File: config.mk
export PLATFORM = sky130hd
export DESIGN_NAME = mt_fetch_sched
export DESIGN_NICKNAME = d
export VERILOG_FILES = /design/src/rtl/mt_fetch_sched.sv
export SDC_FILE = /design/constraint.sdc
export NUM_CORES = 1
export LEC_CHECK = 0
export BUFFER_PORTS_ARGS = -buffer_cell sky130_fd_sc_hd__buf_2
export CORE_MARGIN = 3
export CORE_UTILIZATION = 34
export CTS_CLUSTER_DIAMETER = 150
export DETAILED_ROUTE_END_ITERATION = 7
export SKIP_LAST_GASP = 1
export SLEW_MARGIN = 10
export SYNTH_ARGS = -nofsm -noshare
export SYNTH_HDL_FRONTEND = slang
export SYNTH_SLANG_ARGS = --single-unit
export TNS_END_PERCENT = 5
File: constraint.sdc
create_clock -name clk -period 2 [get_ports clk]
set_input_delay 0.2 -clock clk [delete_from_list [all_inputs] [get_ports clk]]
set_output_delay 0.2 -clock clk [all_outputs]
set_load 0.03 [all_outputs]
File: src/rtl/mt_fetch_sched.sv
// N-thread round-robin fetch scheduler with per-thread PC file.
// Issues one eligible thread's PC per cycle to instruction memory, tagged with its thread ID.
module mt_fetch_sched #(
  parameter int NUM_THREADS = 4,
  parameter int TID_WIDTH   = 2,
  parameter int PC_WIDTH    = 9,
  parameter int PC_STEP     = 1,
  parameter int BOOT_SHIFT  = 6
) (
  input  logic                   clk,
  input  logic                   rst,
  input  logic [NUM_THREADS-1:0] thread_en_i,
  input  logic                   fetch_stall_i,
  input  logic                   redirect_valid_i,
  input  logic [TID_WIDTH-1:0]   redirect_tid_i,
  input  logic [PC_WIDTH-1:0]    redirect_pc_i,
  input  logic                   halt_valid_i,
  input  logic [TID_WIDTH-1:0]   halt_tid_i,
  output logic [PC_WIDTH-1:0]    i_mem_addr_o,
  output logic                   fetch_valid_o,
  output logic [TID_WIDTH-1:0]   fetch_tid_o,
  output logic [NUM_THREADS-1:0] active_mask_o,
  output logic                   all_halted_o
);

  localparam int                  CW     = TID_WIDTH + 1;
  localparam logic [CW-1:0]       NT_W   = CW'(NUM_THREADS);
  localparam logic [PC_WIDTH-1:0] STEP_W = PC_WIDTH'(PC_STEP);

  logic [PC_WIDTH-1:0]    pc_q [NUM_THREADS];
  logic [PC_WIDTH-1:0]    pc_d [NUM_THREADS];
  logic [NUM_THREADS-1:0] halted_q, halted_d;
  logic [TID_WIDTH-1:0]   rr_ptr_q, rr_ptr_d;
  logic [PC_WIDTH-1:0]    addr_q, addr_d;
  logic                   valid_q, valid_d;
  logic [TID_WIDTH-1:0]   tid_q, tid_d;

  logic [NUM_THREADS-1:0] active_s;
  logic [TID_WIDTH-1:0]   sel_s;
  logic                   found_s;
  logic                   issue_s;
  logic                   redirect_ok_s;
  logic                   halt_ok_s;

  assign active_s      = thread_en_i & ~halted_q;
  assign issue_s       = !fetch_stall_i && found_s;
  assign redirect_ok_s = redirect_valid_i && ({1'b0, redirect_tid_i} < NT_W);
  assign halt_ok_s     = halt_valid_i && ({1'b0, halt_tid_i} < NT_W);

  // Round-robin search starting just after the last issued thread.
  always_comb begin
    logic [CW-1:0] cand;
    cand    = '0;
    sel_s   = rr_ptr_q;
    found_s = 1'b0;
    for (int k = 1; k <= NUM_THREADS; k++) begin
      cand = {1'b0, rr_ptr_q} + CW'(k);
      if (cand >= NT_W) begin
        cand = cand - NT_W;
      end else begin
        cand = cand;
      end
      if (!found_s && active_s[cand[TID_WIDTH-1:0]]) begin
        sel_s   = cand[TID_WIDTH-1:0];
        found_s = 1'b1;
      end else begin
        found_s = found_s;
      end
    end
  end

  // Output-register and pointer next state: issue, hold on stall, or go idle.
  always_comb begin
    rr_ptr_d = rr_ptr_q;
    addr_d   = addr_q;
    tid_d    = tid_q;
    valid_d  = valid_q;
    if (issue_s) begin
      addr_d   = pc_q[sel_s];
      tid_d    = sel_s;
      valid_d  = 1'b1;
      rr_ptr_d = sel_s;
    end else if (!fetch_stall_i) begin
      valid_d = 1'b0;
    end else begin
      valid_d = valid_q;
    end
  end

  // Per-thread PC and halt next state; redirect beats increment, halt beats redirect's un-halt.
  always_comb begin
    pc_d     = pc_q;
    halted_d = halted_q;
    for (int t = 0; t < NUM_THREADS; t++) begin
      if (redirect_ok_s && (redirect_tid_i == TID_WIDTH'(t))) begin
        pc_d[t] = redirect_pc_i;
      end else if (issue_s && (sel_s == TID_WIDTH'(t))) begin
        pc_d[t] = pc_q[t] + STEP_W;
      end else begin
        pc_d[t] = pc_q[t];
      end
      if (halt_ok_s && (halt_tid_i == TID_WIDTH'(t))) begin
        halted_d[t] = 1'b1;
      end else if (redirect_ok_s && (redirect_tid_i == TID_WIDTH'(t))) begin
        halted_d[t] = 1'b0;
      end else begin
        halted_d[t] = halted_q[t];
      end
    end
  end

  // State registers with synchronous reset to boot PCs.
  always_ff @(posedge clk) begin
    if (rst) begin
      for (int t = 0; t < NUM_THREADS; t++) begin
        pc_q[t] <= PC_WIDTH'(t << BOOT_SHIFT);
      end
      halted_q <= '0;
      rr_ptr_q <= TID_WIDTH'(NUM_THREADS - 1);
      addr_q   <= '0;
      valid_q  <= 1'b0;
      tid_q    <= '0;
    end else begin
      pc_q     <= pc_d;
      halted_q <= halted_d;
      rr_ptr_q <= rr_ptr_d;
      addr_q   <= addr_d;
      valid_q  <= valid_d;
      tid_q    <= tid_d;
    end
  end

  assign i_mem_addr_o  = addr_q;
  assign fetch_valid_o = valid_q;
  assign fetch_tid_o   = tid_q;
  assign active_mask_o = active_s;
  assign all_halted_o  = ~|active_s;

endmodule

==> flow_summary.yaml, run 1 <==
yosys:
  synthArstFlopShare: 0
  synth_area_per_cell_um2: 8.32
  ys_ff_latch: 54
  yosysMostFrequentCell: "nor2_1"
  synth_top_area_frac: 0.346
  yosysSeqAreaShare: 0.346
  synth_area_leaders: "dfxtp_1 35%, a211oi_1 7.9%, nor2_1 6.7%, xor2_1 3.6%, mux2i_1 3.2%"
  synth-edff-count: 0
  syn_inst: 375
  ys_types: 53
  yosysWarnings: 0
  syn-cell-area_um2: 3120
  ys.flop_type: "dfxtp_1"
  ys_top_cells_by_count: "56 x nor2_1, 54 x dfxtp_1, 33 x a211oi_1"
  synth_fp_nets: 401
  synth.largest_area_cell: "dfxtp_1"
detailed_routing:
  dr_total_vias: 3166
  drtPass1Iterations: 4
  drt_first_iter_violations: 155
  drc: 0
  via_per_inst: 5.71
  ant_nets: 0
  routed_wl_um: 9760
  avgRoutedWirePerCell_um: 17.6
critical_path:
  path_cells: "nor3b_2 -> a21oi_2 -> mux2_4 -> buf_4 -> and3_1 -> a211oi_1 -> a2111oi_1"
  start_kind: "flip-flop"
  arrival_ns: 2.25
  r2r_cells: 7
  rr_endpoint: "i_mem_addr_o[1]"
  crit_path_end_kind: "flip-flop"
  r2r-start: "rr_ptr_q[0]"
  crit_path_max_incr_delay_ns: 0.38
  cpMaxStageDelayCell: "a211oi_1"
  path_class: "flip-flop to flip-flop"
  regToRegSetupSlack_ns: -0.06
  cp_max_fo: 14
  cp.required_ns: 2.18
finish:
  multiInputGateArea_um2: 2030
  nets: 471
  fillCellCount: 853
  antenna_cells: 0
  seq_area_um2: 1080
  drive_gt1_frac: 0.283
  area_growth_pct: 27.9
sta:
  worst_slack_ns: -0.0628
  rsz0062_at_grt: "true"
  fmax_mhz: 485
  slew_headroom: 0.584
  final.period_utilization: 1.03
  hold_viol: 0
  tightestPinTransition_ns: 0.624
  skew_ns: 0.00601
  drv_slew: 0
  setup_violations: 13
  min_period_ns: 2.06
placed_design:
  dp_hpwl_um: 7160
  io_buffers: 38
  routabilityCongestion: 0.874
  pre_cts_slack_ns: -0.0877
global_routing:
  antenna_found_initial: 0
  overflow: 0
  grt_max_degree: 35
  grt_usage: 0.193
  grt_pass1_vias: 3092
  grt_pass1_wl_um: 15900
hold_path:
  hp-start: "fetch_stall_i"
  min_to: "fetch_valid_o"
  holdPathStages: 3
  min_path_type: "input port to flip-flop"
power_and_ir_drop:
  total_power_mw: 2.79
  peakVddDrop_mv: 0.357
  power_density_nw_per_um2: 699
  p_leak_nw: 1.53
clocking:
  root_buffer: "clkbuf_8"
  numCtsBuffers: 5
  cts_tree: "built"
  clock_path_buffers: 2
  hold_buffers: 0
  cts.sinks: 54
  htreeDepth: 2
  clk_pin_slew_ns: 0.10
  clk_latency_ns: 0.31
run_status:
  violations: "negative setup slack"
  status: "finished with violations"
floorplan:
  pin_count: 39
  std_cell_rows: 34
  fp.coreArea_um2: 8810
  die_w_um: 102
  die_y_um: 102
  dieArea_um2: 10400
  initial_core_util: 0.354
run:
  drv_cap: 0
-- final cells by class --
type,instances,share of cell area
clock buffer,7,0.0191
clock inverter,1,0.00752
inverter,10,0.0122
multi-input combinational,285,0.508
sequential,54,0.271
tap,108,0.0339
timing repair buffer,89,0.148
-- worst max-delay path: cells and delay by family, from the launching register on --
kind,cells,cell delay [ns]
DFF,1,0.37
AOI/OAI and AO/OA,3,0.57
and+or+nand+nor,2,0.47
muxes,1,0.31
buffers and inverters,1,0.20
-- registers in the layout, summed over array words and instances, names as in the netlist --
| register | cells |
|---|---|
| fetch_tid_o | 2 |
| fetch_valid_o | 1 |
| halted_q | 4 |
| i_mem_addr_o | 9 |
| pc_q | 36 |
| rr_ptr_q | 2 |
-- how the worst max path moves through the flow --
stage	from	end	slack [ns]	cells after the start
3_3_place_gp	rr_ptr_q[0]	i_mem_addr_o[3]	-0.04	7
2_1_floorplan	halted_q[3]	pc_q[14]	-0.12	7
6_report	rr_ptr_q[0]	i_mem_addr_o[1]	-0.06	7
3_5_place_dp	rr_ptr_q[0]	pc_q[26]	-0.09	6
5_1_grt	halted_q[3]	pc_q[15]	-0.14	6
4_1_cts	halted_q[1]	pc_q[5]	-0.04	7
-- per-layer routing --
metal,vias up,track usage,share of wire
met5,-,0,0
met4,0,0.0389,0.0091
met3,10,0.0234,0.045
met2,79,0.320,0.48
met1,1524,0.271,0.47
li1,1553,-,-
-- cells in the final DEF (no fill, tap or decap), types with 6 or more instances in the layout --
| cell | synthesis | routed |
|---|---|---|
| nor2_1 | 56 | 56 |
| dfxtp_1 | 54 | 52 |
| buf_4 | 0 | 47 |
| buf_2 | 2 | 39 |
| a211oi_1 | 33 | 31 |
| nand3_1 | 17 | 17 |
| nand2_1 | 16 | 16 |
| xor2_1 | 13 | 13 |
| and3_1 | 13 | 12 |
| mux2i_1 | 10 | 10 |
| a311oi_1 | 9 | 9 |
| nand4_1 | 9 | 9 |
| nor3_1 | 9 | 9 |
| xnor2_1 | 8 | 8 |
| inv_1 | 9 | 6 |
| a21oi_1 | 9 | 6 |
-- report_power, final --
group          total [mW]  internal [mW]  leakage [nW]  switching [mW]
clock network       0.752          0.376        0.0524           0.376
logic               0.809          0.333          1.03           0.476
registers            1.23           1.15         0.444          0.0746
total                2.79           1.86          1.53           0.927
-- logic make-up (layout without fill, tap and decap cells) --
kind of cell	after synthesis	count (layout)	share of synthesized area
fa+ha+maj	4	4	0.0160
simple gates	155	155	0.261
compound gates	93	93	0.233
mux	12	12	0.0401
xor+xnor	21	21	0.0589
flops	54	54	0.346
buf+inv	36	107	0.0441
-- timing repair --
item | in CTS | in global routing
gates cloned | 1 | 0
resized for setup | 18 | 8
pin swaps | 3 | 0
setup buffers | 1 | 0
setup endpoints to repair | 28 | 40
-- per-stage QoR --
step	utilization	hold WS, ns	setup TNS [ns]	area [um^2]	instances
finish	0.453	0.170	-0.353	3990	554
global route	0.453	0.187	-3.27	3990	554
CTS	0.450	0.161	-0.205	3960	554
detailed placement	0.426	0.450	-0.785	3750	544
global placement	0.426	0.443	-0.233	3750	544
floorplan	-	0.349	-0.622	3150	375
Power figures use the tool's default switching activity.
==> inputs of run 2 (changes only) <==
TNS_END_PERCENT = unset   (was 5)
==> run 2 against run 1 <==
Net effect:
- the flow still finishes with violations (negative setup slack)
- total power up 4.0%
- register-to-register slack worse by 0.02 ns
- clock skew about the same
- critical path depth unchanged
- sequential share of layout area is 1.5 points lower
- clock power increased by 2%
- worst hold slack improved by 0.0091 ns
- non-clock buffer count rose by 6
- sequential power is essentially flat
==> flow_summary.yaml, run 2 (same netlist as run 1, synthesis figures left out) <==
floorplan:
  pin_count: 39
  die_w_um: 102
  dieArea_um2: 10400
  std_cell_rows: 34
  initial_core_util: 0.354
  fp.coreArea_um2: 8810
  die_y_um: 102
finish:
  stdcell_count: 560
  drive_gt1_frac: 0.356
  multiInputGateArea_um2: 2180
  fin_area_um2: 4240
  nets: 477
  seq_area_um2: 1090
  fillCellCount: 810
  final_cell_mix: "56 x nor2_1, 50 x dfxtp_1, 48 x buf_4"
  layout_commonest_cell: "nor2_1"
  largest_register_ffs: 36
  antenna_cells: 0
  top_register: "pc_q"
  area_growth_pct: 35.8
detailed_routing:
  ant_nets: 0
  drtPass1Iterations: 4
  routed_wl_um: 10200
  drt_first_iter_violations: 148
  drc: 0
  avgRoutedWirePerCell_um: 18.1
  via_per_inst: 5.89
  dr_total_vias: 3298
critical_path:
  path_cells: "nand2b_4 -> a41o_4 -> a211oi_4 -> buf_6 -> o21ai_4 -> or4_4 -> a311oi_2"
  crit_path_max_incr_delay_ns: 0.43
  crit_start: "halted_q[1]"
  path_class: "flip-flop to flip-flop"
  crit_path_end_kind: "flip-flop"
  regToRegSetupSlack_ns: -0.08
  cp.required_ns: 2.24
  r2r-start: "halted_q[1]"
  cpMaxStageDelayCell: "or4_4"
  cp_max_fo: 6
  start_kind: "flip-flop"
  arrival_ns: 2.32
sta:
  hold_viol: 0
  rsz0062_at_grt: "true"
  final.period_utilization: 1.04
  slew_headroom: 0.624
  tightestPinTransition_ns: 0.564
  min_period_ns: 2.08
  setup_violations: 8
  drv_slew: 0
  worst_slack_ns: -0.0832
  skew_ns: 0.00617
  fmax_mhz: 480
global_routing:
  grt_usage: 0.195
  grt_max_degree: 26
  antenna_found_initial: 0
  grt_pass1_vias: 3087
  overflow: 0
  grt_pass1_wl_um: 16000
placed_design:
  placed_cell_area_um2: 3760
  pre_cts_slack_ns: -0.151
  dp_hpwl_um: 7300
  dp_cells: 544
  io_buffers: 38
  routabilityCongestion: 0.883
power_and_ir_drop:
  power_density_nw_per_um2: 685
  p_clk_frac: 0.264
  seqPwrFrac: 0.427
  share_comb_of_total_power: 0.309
  peakVddDrop_mv: 0.351
  p_leak_nw: 1.60
  p_sw_frac: 0.340
  intPower_mw: 1.91
  total_power_mw: 2.90
  power_switching_mw: 0.987
run:
  drv_cap: 0
clocking:
  cts_tree: "built"
  root_buffer: "clkbuf_8"
  clk_latency_ns: 0.32
  clk_pin_slew_ns: 0.10
  cts.sinks: 54
  numCtsBuffers: 5
  clock_path_buffers: 2
  htreeDepth: 2
hold_path:
  min_path_type: "input port to flip-flop"
  hp-start: "fetch_stall_i"
run_status:
  status: "finished with violations"
  violations: "negative setup slack"
-- run 2: changes by cell type in the layout (fill, tap and decap cells not counted), moves of 3 or more --
cell	change
a2111oi_1	-3
a2111oi_2	+4
a211oi_1	-10
a211oi_2	+10
buf_6	+4
-- run 2: power groups by stage --
stage	logic, mW	registers [mW]	clock network (mW)
2_1_floorplan	0.390	1.29	0
3_3_place_gp	0.737	1.25	0
3_5_place_dp	0.745	1.25	0
4_1_cts	0.784	1.23	0.773
5_1_grt	0.959	1.25	0.810
6_report	0.896	1.24	0.767
-- run 2: per-layer routing --
layer | GRT usage | vias to the layer above | part of all wire | routed length, um
li1 | - | 1566 | - | -
met1 | 0.272 | 1626 | 0.45 | 4570
met2 | 0.310 | 94 | 0.49 | 4990
met3 | 0.0337 | 12 | 0.048 | 485
met4 | 0.0542 | 0 | 0.011 | 116
met5 | 0 | - | 0 | 0
-- run 2: worst paths after layout --
kind	end	cells past startpoint
max reg2reg	pc_q[5]	7
min	fetch_valid_o	3
min reg2reg	fetch_valid_o	2
max	pc_q[5]	7
-- run 2: critical path, delay by kind of cell (launching register included) --
family                 cells  cell delay [ns]
buffers and inverters      1             0.16
DFF                        1             0.35
AOI/OAI and AO/OA          4             0.90
and+or+nand+nor            2             0.60
-- run 2: cell type report --
type / instances / area share
Sequential cell: 54 / 0.257
Clock buffer: 6 / 0.0171
Clock inverter: 2 / 0.00886
Tap cell: 108 / 0.0319
Multi-Input combinational cell: 285 / 0.515
Inverter: 10 / 0.0115
Timing Repair Buffer: 95 / 0.159
-- run 2: through the flow --
stage / setup TNS (ns) / hold slack [ns] / util
2_1_floorplan: -0.494 / 0.349 / -
3_3_place_gp: -0.788 / 0.440 / 0.427
3_5_place_dp: -1.76 / 0.476 / 0.427
4_1_cts: -0.752 / 0.175 / 0.452
5_1_grt: -2.27 / 0.180 / 0.481
6_report: -0.325 / 0.179 / 0.481
-- run 2: repair_timing --
| action | CTS | global route |
|---|---|---|
| gates resized for setup | 22 | 44 |
| buffers inserted | 1 | 8 |
| setup endpoints to repair | 37 | 41 |
| hold buffers | 0 | 0 |
| pin swaps | 5 | 32 |
